`src/rtl/mem_port_arbiter_pkg.sv`:
```
// Shared types and helpers for the two-requester memory port arbiter.
// The state and owner enums are shared by the arbiter and anything that observes it.
package mem_port_arbiter_pkg;

  localparam int ARB_STATE_WIDTH = 2;

  typedef enum logic [ARB_STATE_WIDTH-1:0] {
    ARB_IDLE  = 2'd0,
    ARB_ISSUE = 2'd1,
    ARB_WAIT  = 2'd2
  } arbState_t;

  typedef enum logic {
    OWNER_FETCH = 1'b0,
    OWNER_LSU   = 1'b1
  } owner_t;

  // Counter width able to hold 0 .. cycles-1, never narrower than one bit.
  function automatic int cntWidth(input int cycles);
    return (cycles > 1) ? $clog2(cycles) : 1;
  endfunction

endpackage

```
`src/rtl/mem_port_arbiter_rr_picker_2.sv`:
```
// Combinational two-way picker: round-robin between a and b, or b-wins-ties.
// last_grant: 1 = b was granted most recently.
module rr_picker_2 (
  input  logic req_a,
  input  logic req_b,
  input  logic last_grant,
  input  logic priority_en,
  output logic gnt_valid,
  output logic gnt_b
);

  always_comb begin
    gnt_valid = req_a | req_b;
    gnt_b     = 1'b0;
    if (req_a && req_b) begin
      gnt_b = priority_en | ~last_grant;
    end else begin
      gnt_b = req_b;
    end
  end

endmodule

```
`src/rtl/mem_port_arbiter.sv`:
```
// Shares one memory port between instruction fetch and the LSU.
// One outstanding transaction, round-robin or LSU-priority, with a response watchdog.
module mem_port_arbiter
  import mem_port_arbiter_pkg::*;
#(
  parameter int DATA_WIDTH     = 32,
  parameter int LSU_PRIORITY   = 0,
  parameter int TIMEOUT_CYCLES = 64
) (
  input  logic                  clk,
  input  logic                  reset,
  input  logic                  fetch_req,
  input  logic [DATA_WIDTH-1:0] fetch_addr,
  output logic                  fetch_gnt,
  output logic                  fetch_rvalid,
  output logic                  fetch_err,
  input  logic                  lsu_req,
  input  logic                  lsu_we,
  input  logic [DATA_WIDTH-1:0] lsu_addr,
  input  logic [DATA_WIDTH-1:0] lsu_wdata,
  input  logic [3:0]            lsu_wmask,
  output logic                  lsu_gnt,
  output logic                  lsu_rvalid,
  output logic                  lsu_err,
  output logic [DATA_WIDTH-1:0] rdata,
  output logic                  mem_req,
  output logic                  mem_we,
  output logic [DATA_WIDTH-1:0] mem_addr,
  output logic [DATA_WIDTH-1:0] mem_wdata,
  output logic [3:0]            mem_wmask,
  input  logic                  mem_ready,
  input  logic                  mem_rvalid,
  input  logic [DATA_WIDTH-1:0] mem_rdata
);

  localparam int             CNT_W   = cntWidth(TIMEOUT_CYCLES);
  localparam logic           TO_EN   = (TIMEOUT_CYCLES != 0);
  localparam logic [CNT_W-1:0] TO_LAST = CNT_W'(TIMEOUT_CYCLES - 1);
  localparam logic           PRIO_EN = (LSU_PRIORITY != 0);

  arbState_t        state;
  owner_t           owner;
  owner_t           lastGrant;
  logic [CNT_W-1:0] waitCnt;

  logic pickValid;
  logic pickLsu;
  logic issueAccept;
  logic respHit;
  logic timeoutHit;

  rr_picker_2 u_picker (
    .req_a       (fetch_req),
    .req_b       (lsu_req),
    .last_grant  (lastGrant == OWNER_LSU),
    .priority_en (PRIO_EN),
    .gnt_valid   (pickValid),
    .gnt_b       (pickLsu)
  );

  assign rdata = mem_rdata;

  // Handshake pulses are decoded from the registered state; gating with reset
  // keeps an aborted transaction from emitting gnt/rvalid/err in the reset cycle.
  always_comb begin
    issueAccept  = reset && (state == ARB_ISSUE) && mem_ready;
    respHit      = reset && (state == ARB_WAIT) && mem_rvalid;
    timeoutHit   = reset && TO_EN && (state == ARB_WAIT) && !mem_rvalid &&
                   (waitCnt == TO_LAST);
    fetch_gnt    = issueAccept && (owner == OWNER_FETCH);
    lsu_gnt      = issueAccept && (owner == OWNER_LSU);
    fetch_rvalid = respHit && (owner == OWNER_FETCH);
    lsu_rvalid   = respHit && (owner == OWNER_LSU);
    fetch_err    = timeoutHit && (owner == OWNER_FETCH);
    lsu_err      = timeoutHit && (owner == OWNER_LSU);
  end

  always_ff @(posedge clk) begin
    if (!reset) begin
      state     <= ARB_IDLE;
      owner     <= OWNER_FETCH;
      lastGrant <= OWNER_LSU;
      waitCnt   <= '0;
      mem_req   <= 1'b0;
      mem_we    <= 1'b0;
      mem_addr  <= '0;
      mem_wdata <= '0;
      mem_wmask <= '0;
    end else begin
      case (state)
        ARB_IDLE: begin
          if (pickValid) begin
            mem_req <= 1'b1;
            state   <= ARB_ISSUE;
            if (pickLsu) begin
              owner     <= OWNER_LSU;
              mem_we    <= lsu_we;
              mem_addr  <= lsu_addr;
              mem_wdata <= lsu_wdata;
              mem_wmask <= lsu_wmask;
            end else begin
              owner     <= OWNER_FETCH;
              mem_we    <= 1'b0;
              mem_addr  <= fetch_addr;
              mem_wdata <= '0;
              mem_wmask <= '0;
            end
          end
        end
        ARB_ISSUE: begin
          if (issueAccept) begin
            mem_req   <= 1'b0;
            lastGrant <= owner;
            waitCnt   <= '0;
            state     <= ARB_WAIT;
          end
        end
        ARB_WAIT: begin
          waitCnt <= waitCnt + 1'b1;
          if (respHit || timeoutHit) begin
            state <= ARB_IDLE;
          end
        end
        default: begin
          state   <= ARB_IDLE;
          mem_req <= 1'b0;
        end
      endcase
    end
  end

endmodule

```
`config.mk`:
```
export PLATFORM = sky130hd
export DESIGN_NAME = mem_port_arbiter
export DESIGN_NICKNAME = d
export VERILOG_FILES = /design/src/rtl/mem_port_arbiter_pkg.sv /design/src/rtl/mem_port_arbiter_rr_picker_2.sv /design/src/rtl/mem_port_arbiter.sv
export SDC_FILE = /design/constraint.sdc
export NUM_CORES = 1
export LEC_CHECK = 0
export ABC_CLOCK_PERIOD_IN_PS = 1300
export BUFFER_PORTS_ARGS = -buffer_cell sky130_fd_sc_hd__buf_2
export CORE_MARGIN = 8
export CORE_UTILIZATION = 37
export DETAILED_ROUTE_END_ITERATION = 10
export GPL_TIMING_DRIVEN = 0
export PLACE_DENSITY_LB_ADDON = 0.3
export SETUP_SLACK_MARGIN = 0.5
export SLEW_MARGIN = 15
export SYNTH_ARGS = -nofsm -noshare
export SYNTH_HDL_FRONTEND = slang
export SYNTH_HIERARCHICAL = 1
export SYNTH_SLANG_ARGS = --single-unit
```
`constraint.sdc`:
```
create_clock -name clk -period 1.3 [get_ports clk]
set_input_delay 0.065 -clock clk [delete_from_list [all_inputs] [get_ports clk]]
set_output_delay 0.065 -clock clk [all_outputs]
set_load 0.005 [all_outputs]
```
==> Word-level counts from Yosys, hierarchy flattened <==
Index checks and enable logic that the tools add are counted.
{ "totals": {"ff_bits": 80, "in_bits": 139, "output_inout_bits": 108, "wordCells": 57} }
{ "op_classes": {"addsub": 1, "eq_ne": 6, "n_mux": 15, "bitwise_logic": 4, "reduce_logical": 22} }
{ "ops": {"columns": ["op", "n"], "rows": [
  ["32-bit 2-to-1 mux", 2],
  ["1-bit logical AND", 13],
  ["6-bit case mux with 2 select lines", 1],
  ["6-bit by 1-bit adder with 6-bit output, second input constant", 1],
  ["6-bit equality test, second input constant", 1],
  ["2-bit 2-to-1 mux", 3],
  ["6-bit 2-to-1 mux", 1],
  ["2-bit case mux with 3 select lines", 1],
  ["2-bit AND reduction", 3],
  ["3-bit AND reduction", 2],
  ["1-bit 2-to-1 mux", 5],
  ["4-bit 2-to-1 mux", 1],
  ["2-bit inequality test, second input constant", 2],
  ["1-bit NOT", 3],
  ["1-bit case mux with 3 select lines", 1],
  ["2-bit by 1-bit equality test with 1-bit output, second input constant", 1],
  ["2-bit equality test, second input constant", 1],
  ["2-bit zero test", 1],
  ["2-bit by 1-bit inequality test with 1-bit output, second input constant", 1],
  ["2-bit nonzero test", 1],
  ["1-bit zero test", 1],
  ["1-bit logical OR", 1],
  ["1-bit bitwise OR", 1]
]} }

==> Logic depth before layout (Yosys ltp) <==
{ "depth": {"depth_word": 7, "ltp_mapped": 6, "mapped_depth_nobuf": 4} }

==> Cells and area by module <==
Netlist, hierarchy kept.
{ "modules_own_cells": {"columns": ["module", "n_inst", "cells_each", "area_per_inst_um2", "seq_area_each_um2"], "rows": [
  ["mem_port_arbiter", 1, 406, 3562.2, 1601.5],
  ["rr_picker_2", 1, 4, 20.0, 0.0]
]} }

==> Worst setup path before layout <==
OpenSTA, ideal clock, no wires.
{ "synth_path": {"path_type": "register to register", "startpoint": "register lastGrant", "endpoint": "register mem_addr[29]", "setup_ps": 142, "t_arrival_ps": 1259, "t_required_ps": 1158, "slack_ps": -101, "stages_incl_launch_ff": 6, "n_path_buf": 2, "period_less_slack_ps": 1401, "cell_sequence": "dfxtp_1 > a31oi_1 > clkbuf_1 > clkbuf_1 > mux2i_1 > a211oi_2"} }
{ "synth_between": {"elab_chain_cells": 3} }
{ "synth_lines": {"columns": ["element", "line_no", "text"], "rows": [
  ["start: declaration", "mem_port_arbiter.sv:43", "owner_t lastGrant;"],
  ["start signal: assignment", "mem_port_arbiter.sv:113", "lastGrant <= owner;"],
  ["1-bit NOT", "mem_port_arbiter_rr_picker_2.sv:16", "gnt_b = priority_en | ~last_grant;"],
  ["1-bit 2-to-1 mux", "mem_port_arbiter_rr_picker_2.sv:15", "if (req_a && req_b) begin"],
  ["net pickLsu", "mem_port_arbiter.sv:47", "logic pickLsu;"],
  ["32-bit 2-to-1 mux", "mem_port_arbiter.sv:95", "if (pickLsu) begin"],
  ["end signal: assignment", "mem_port_arbiter.sv:98", "mem_addr <= lsu_addr;"],
  ["end signal: assignment", "mem_port_arbiter.sv:104", "mem_addr <= fetch_addr;"],
  ["end: declaration", "mem_port_arbiter.sv:28", "output logic [DATA_WIDTH-1:0] mem_addr,"]
]} }
The timed path passes the listed nets, and every way through them passes these cells.
A chain may end at the register's enable or synchronous reset.

==> Worst setup path after layout <==
{ "layout_path": {"startpoint": "register state[0]", "endpoint": "output port lsu_err"} }
{ "layout_between": {"elab_chain_cells": 5} }
{ "layout_lines": {"columns": ["element", "line_no", "text"], "rows": [
  ["start: declaration", "mem_port_arbiter.sv:41", "arbState_t state;"],
  ["start signal: assignment", "mem_port_arbiter.sv:80", "state <= ARB_IDLE;"],
  ["start signal: assignment", "mem_port_arbiter.sv:94", "state <= ARB_ISSUE;"],
  ["start signal: assignment", "mem_port_arbiter.sv:115", "state <= ARB_WAIT;"],
  ["2-bit equality test", "mem_port_arbiter.sv:68", "timeoutHit = reset && TO_EN && (state == ARB_WAIT) && !mem_rvalid &&"],
  ["1-bit logical AND (3 in series)", "mem_port_arbiter.sv:68", null],
  ["1-bit logical AND", "mem_port_arbiter.sv:75", "lsu_err = timeoutHit && (owner == OWNER_LSU);"],
  ["end: declaration", "mem_port_arbiter.sv:24", "output logic lsu_err,"]
]} }
Every way passes these cells.

==> impl_metrics.py <==
metrics = {
    "timing": {
        "clock_skew_ns": 0.01100,
        "finalCritPeriodShare_pct": 126.0,
        "fmax_mhz": 610.4,
        "final_hold_viol_count": 1,
        "slew_violations": 0,
        "fin_ws_ns": -0.3382,
        "period_needed_ns": 1.638,
        "setup_viol_count_final": 84,
        "worst_pin_slew_ns": 0.7259,
        "grt_setup_unrepaired": "yes",
        "whs_ns": -0.03910,
        "relSlewSlack_pct": 51.61,
    },
    "global_route": {
        "grt_pass1_wl_um": 19590,
        "antenna_found_initial": 0,
        "grt_overflow": 0,
        "grt_usage_pct": 18.60,
        "grt_max_degree": 13,
        "grt_pass1_vias": 4155,
    },
    "yosys": {
        "synth_warnings": 6,
        "synth_cell_types": 33,
        "ys_ff_latch": 80,
        "ys_seq_area_share_pct": 44.71,
        "postSynthCellCount": 410,
        "synthTopCellsByArea": "dfxtp_1 (45%), mux2i_1 (8.9%), buf_4 (7.8%)",
        "synth_nets": 550,
        "synth_area_sq_mm": 0.003582,
        "synth_top_area_cell": "dfxtp_1",
        "synth.avg_cell_area_sq_um": 8.737,
        "synth_top_area_share_pct": 44.71,
    },
    "critical_path": {
        "cp.buffers_inverters": 2,
        "cp.required_ns": 1.24,
        "path_class": "register to output pin",
        "r2r_cells": 8,
        "crit_path_end_kind": "output pin",
        "cp_top_family": "simple AND/OR/NAND/NOR gates",
        "cp_max_fo": 5,
        "worstPathCellList": "buf_6 -> nand4b_1 -> nor4_4 -> and2_1 -> buf_2",
        "slowest_delay_ns": 0.32,
        "start_kind": "register",
        "critPathLaunch": "state[0]$_SDFFE_PN0P_",
        "crit_arrival_ns": 1.57,
        "r2r_setup_slack_ns": -0.33,
        "slowest_stage": "dfxtp_2",
        "worstReg2RegStart": "state[0]$_SDFFE_PN0P_",
        "r2r_end": "mem_wdata[7]$_SDFFE_PN0P_",
    },
    "clock_network": {
        "cts_root_buf": "clkbuf_8",
        "numCtsBuffers": 9,
        "clk_path_buf_depth": 2,
        "clkLatencyLatePin_ns": 0.34,
        "htree_num_levels": 3,
        "cts_sinks": 80,
        "clkTransAtPathRegs_ns": 0.08,
        "cts_tree": "yes",
    },
    "power_and_ir_drop": {
        "clkPwrFrac_pct": 26.8,
        "p_switching_w": 0.002205,
        "power_w": 0.007566,
        "p_int_w": 0.005361,
        "leakagePower_nw": 3.406,
        "peakVddDrop_mv": 0.6591,
        "switching_share_pct": 29.14,
        "p_per_area_mw_per_mm2": 994.4,
        "seqPwrFrac_pct": 37.5,
        "power_frac_comb_pct": 35.8,
    },
    "worst_hold_path": {
        "holdPathStages": 2,
        "min_from": "mem_rvalid",
        "hold_path.class": "input pin to register",
        "worst_hold_path.endpoint": "state[1]$_SDFFE_PN0P_",
    },
    "route": {
        "ant_nets": 0,
        "viasPerCell": 4.901,
        "drt-total-wl_um": 16430,
        "drt-initial-drc-count": 220,
        "wl_per_cell_um": 18.69,
        "vias": 4308,
        "dr.pass1.iters": 4,
        "remaining_drc_errors": 0,
    },
    "floorplan": {
        "die-area_sq_mm": 0.01309,
        "io_pins": 247,
        "row_count": 36,
        "die_y_um": 114.4,
        "core_sq_mm": 0.009594,
        "die_w_um": 114.4,
        "floorplan.initialDensity_pct": 37.34,
    },
    "outcome": {
        "violations": "hold timing, setup timing",
        "outcome": "complete, but fails checks",
    },
    "finish": {
        "final_nets": 880,
        "num-fill-cells": 563,
        "final_area_sq_mm": 0.007609,
        "drive_gt1_share_pct": 77.85,
        "register_area_sq_mm": 0.001702,
        "multi_input_area_sq_mm": 0.002330,
        "syn2layout_area_growth_pct": 112.4,
    },
    "placement": {
        "dp_hpwl_um": 9152,
        "place_congestion": 0.7781,
        "placed_area_sq_mm": 0.004932,
        "io_buffers": 214,
    },
    "run": {
        "drv_cap": 0,
    },
}
[per-stage QoR]
stage | cells | utilization [%] | hold WS (ns) | setup TNS (ns) | worst slack [ns]
floorplan | 410 | - | 0.1644 | 0 | 0.01490
finish | 879 | 79.30 | -0.03910 | -18.17 | -0.3382
detailed placement | 757 | 51.41 | 0.2847 | -9.658 | -0.2052
global placement | 757 | 51.41 | 0.2945 | -7.933 | -0.1615
global route | 878 | 79.28 | -0.05981 | -23.01 | -0.4568
CTS | 819 | 60.03 | -0.08280 | -10.96 | -0.3603
[Yosys cell counts, drive strengths merged]
cell type	number
o41ai	1
mux2i	32
conb	1
dfxtp	80
o31a	1
a31oi	1
a21oi	43
o21ai	2
nor2	36
or2	1
clkinv	1
nand4b	2
nor4	1
buf	49
nor3b	1
nor2b	1
a311oi	2
and2	2
a211o	1
or3b	1
nand2b	7
inv	5
clkbuf	15
or3	1
nand3	41
a21o	1
a211oi	34
ha	1
nand2	44
o21a	2
[worst register-to-register path, stage by stage (launching register included)]
cell and delay, ns:
dfxtp_2 0.32, buf_6 0.12, buf_6 0.10, buf_6 0.10
or3b_4 0.40, buf_12 0.17, buf_8 0.15, nand2_2 0.07
a21oi_1 0.07
[routing by layer]
metal  wire length (um)  share of wire (%)  track usage, %
met4                382                2.3           7.542
met5                  0                  0               0
met2               8983                 55           34.30
met3               1195                7.3           6.540
met1               5865                 36           18.52
[area by class of cell]
class | count | share of cell area, %
antenna | 1 | 0.03289
buffer | 64 | 8.239
clock buffer | 13 | 1.957
clock inverter | 3 | 0.8551
inverter | 6 | 0.2960
multi-input combinational | 260 | 30.62
sequential | 80 | 22.36
tap | 133 | 2.187
timing repair buffer | 319 | 33.45
[state kept, by name, summed over array words and instances, names as in the netlist]
signal,cells
mem_addr,32
mem_wdata,32
waitCnt,6
mem_wmask,4
state,2
lastGrant,1
mem_req,1
mem_we,1
owner,1
[worst max path at each step]
stage	to	slack (ns)	depth (start not counted)
finish	lsu_err	-0.34	5
CTS	lsu_err	-0.36	5
detailed placement	mem_wdata[24]$_SDFFE_PN0P_	-0.21	6
floorplan	mem_wdata[31]$_SDFFE_PN0P_	0.01	6
global route	lsu_err	-0.46	5
global placement	mem_addr[24]$_SDFFE_PN0P_	-0.16	5
[timing repair]
item                                    CTS  global route
gates resized for setup                  42           329
hold buffers                             37             1
endpoints found under the setup margin  156           156
gates cloned                              2            11
pin swaps                                 7            79
hold endpoints to repair                 38             2
setup buffers                             7            47
[power by group through the flow]
| stage | Sequential, W | Clock [W] | Combinational (W) |
|---|---|---|---|
| floorplan | 0.00281 | 0 | 0.000764 |
| global placement | 0.00279 | 0 | 0.00133 |
| detailed placement | 0.00279 | 0 | 0.00136 |
| CTS | 0.00274 | 0.00206 | 0.00160 |
| global route | 0.00285 | 0.00219 | 0.00286 |
| finish | 0.00283 | 0.00203 | 0.00270 |
[layout by cell type (no fill, tap or decap), types with 12 or more instances in the layout]
master         instances
dlygate4sd3_1         38
mux2i_1               30
a21oi_2               26
dfxtp_2               71
buf_2                165
nor2_4                16
a211oi_2              33
buf_6                 66
clkbuf_8              12
nor2_1                15
nand3_1               17
nand2_2               30
nand3_2               16
buf_4                 70
a21oi_1               17
[logic make-up (layout without fill, tap and decap cells)]
logic type | Yosys count | after routing | synth area share [%]
AOI/OAI and AO/OA | 88 | 88 | 16.84
muxes | 32 | 32 | 8.942
buffers and inverters | 70 | 405 | 11.60
and+or+nand+nor | 138 | 138 | 17.46
other | 1 | 2 | 0.1047
adders and majority gates | 1 | 1 | 0.3492
DFF | 80 | 80 | 44.71
(Power assumes the default switching activity.)
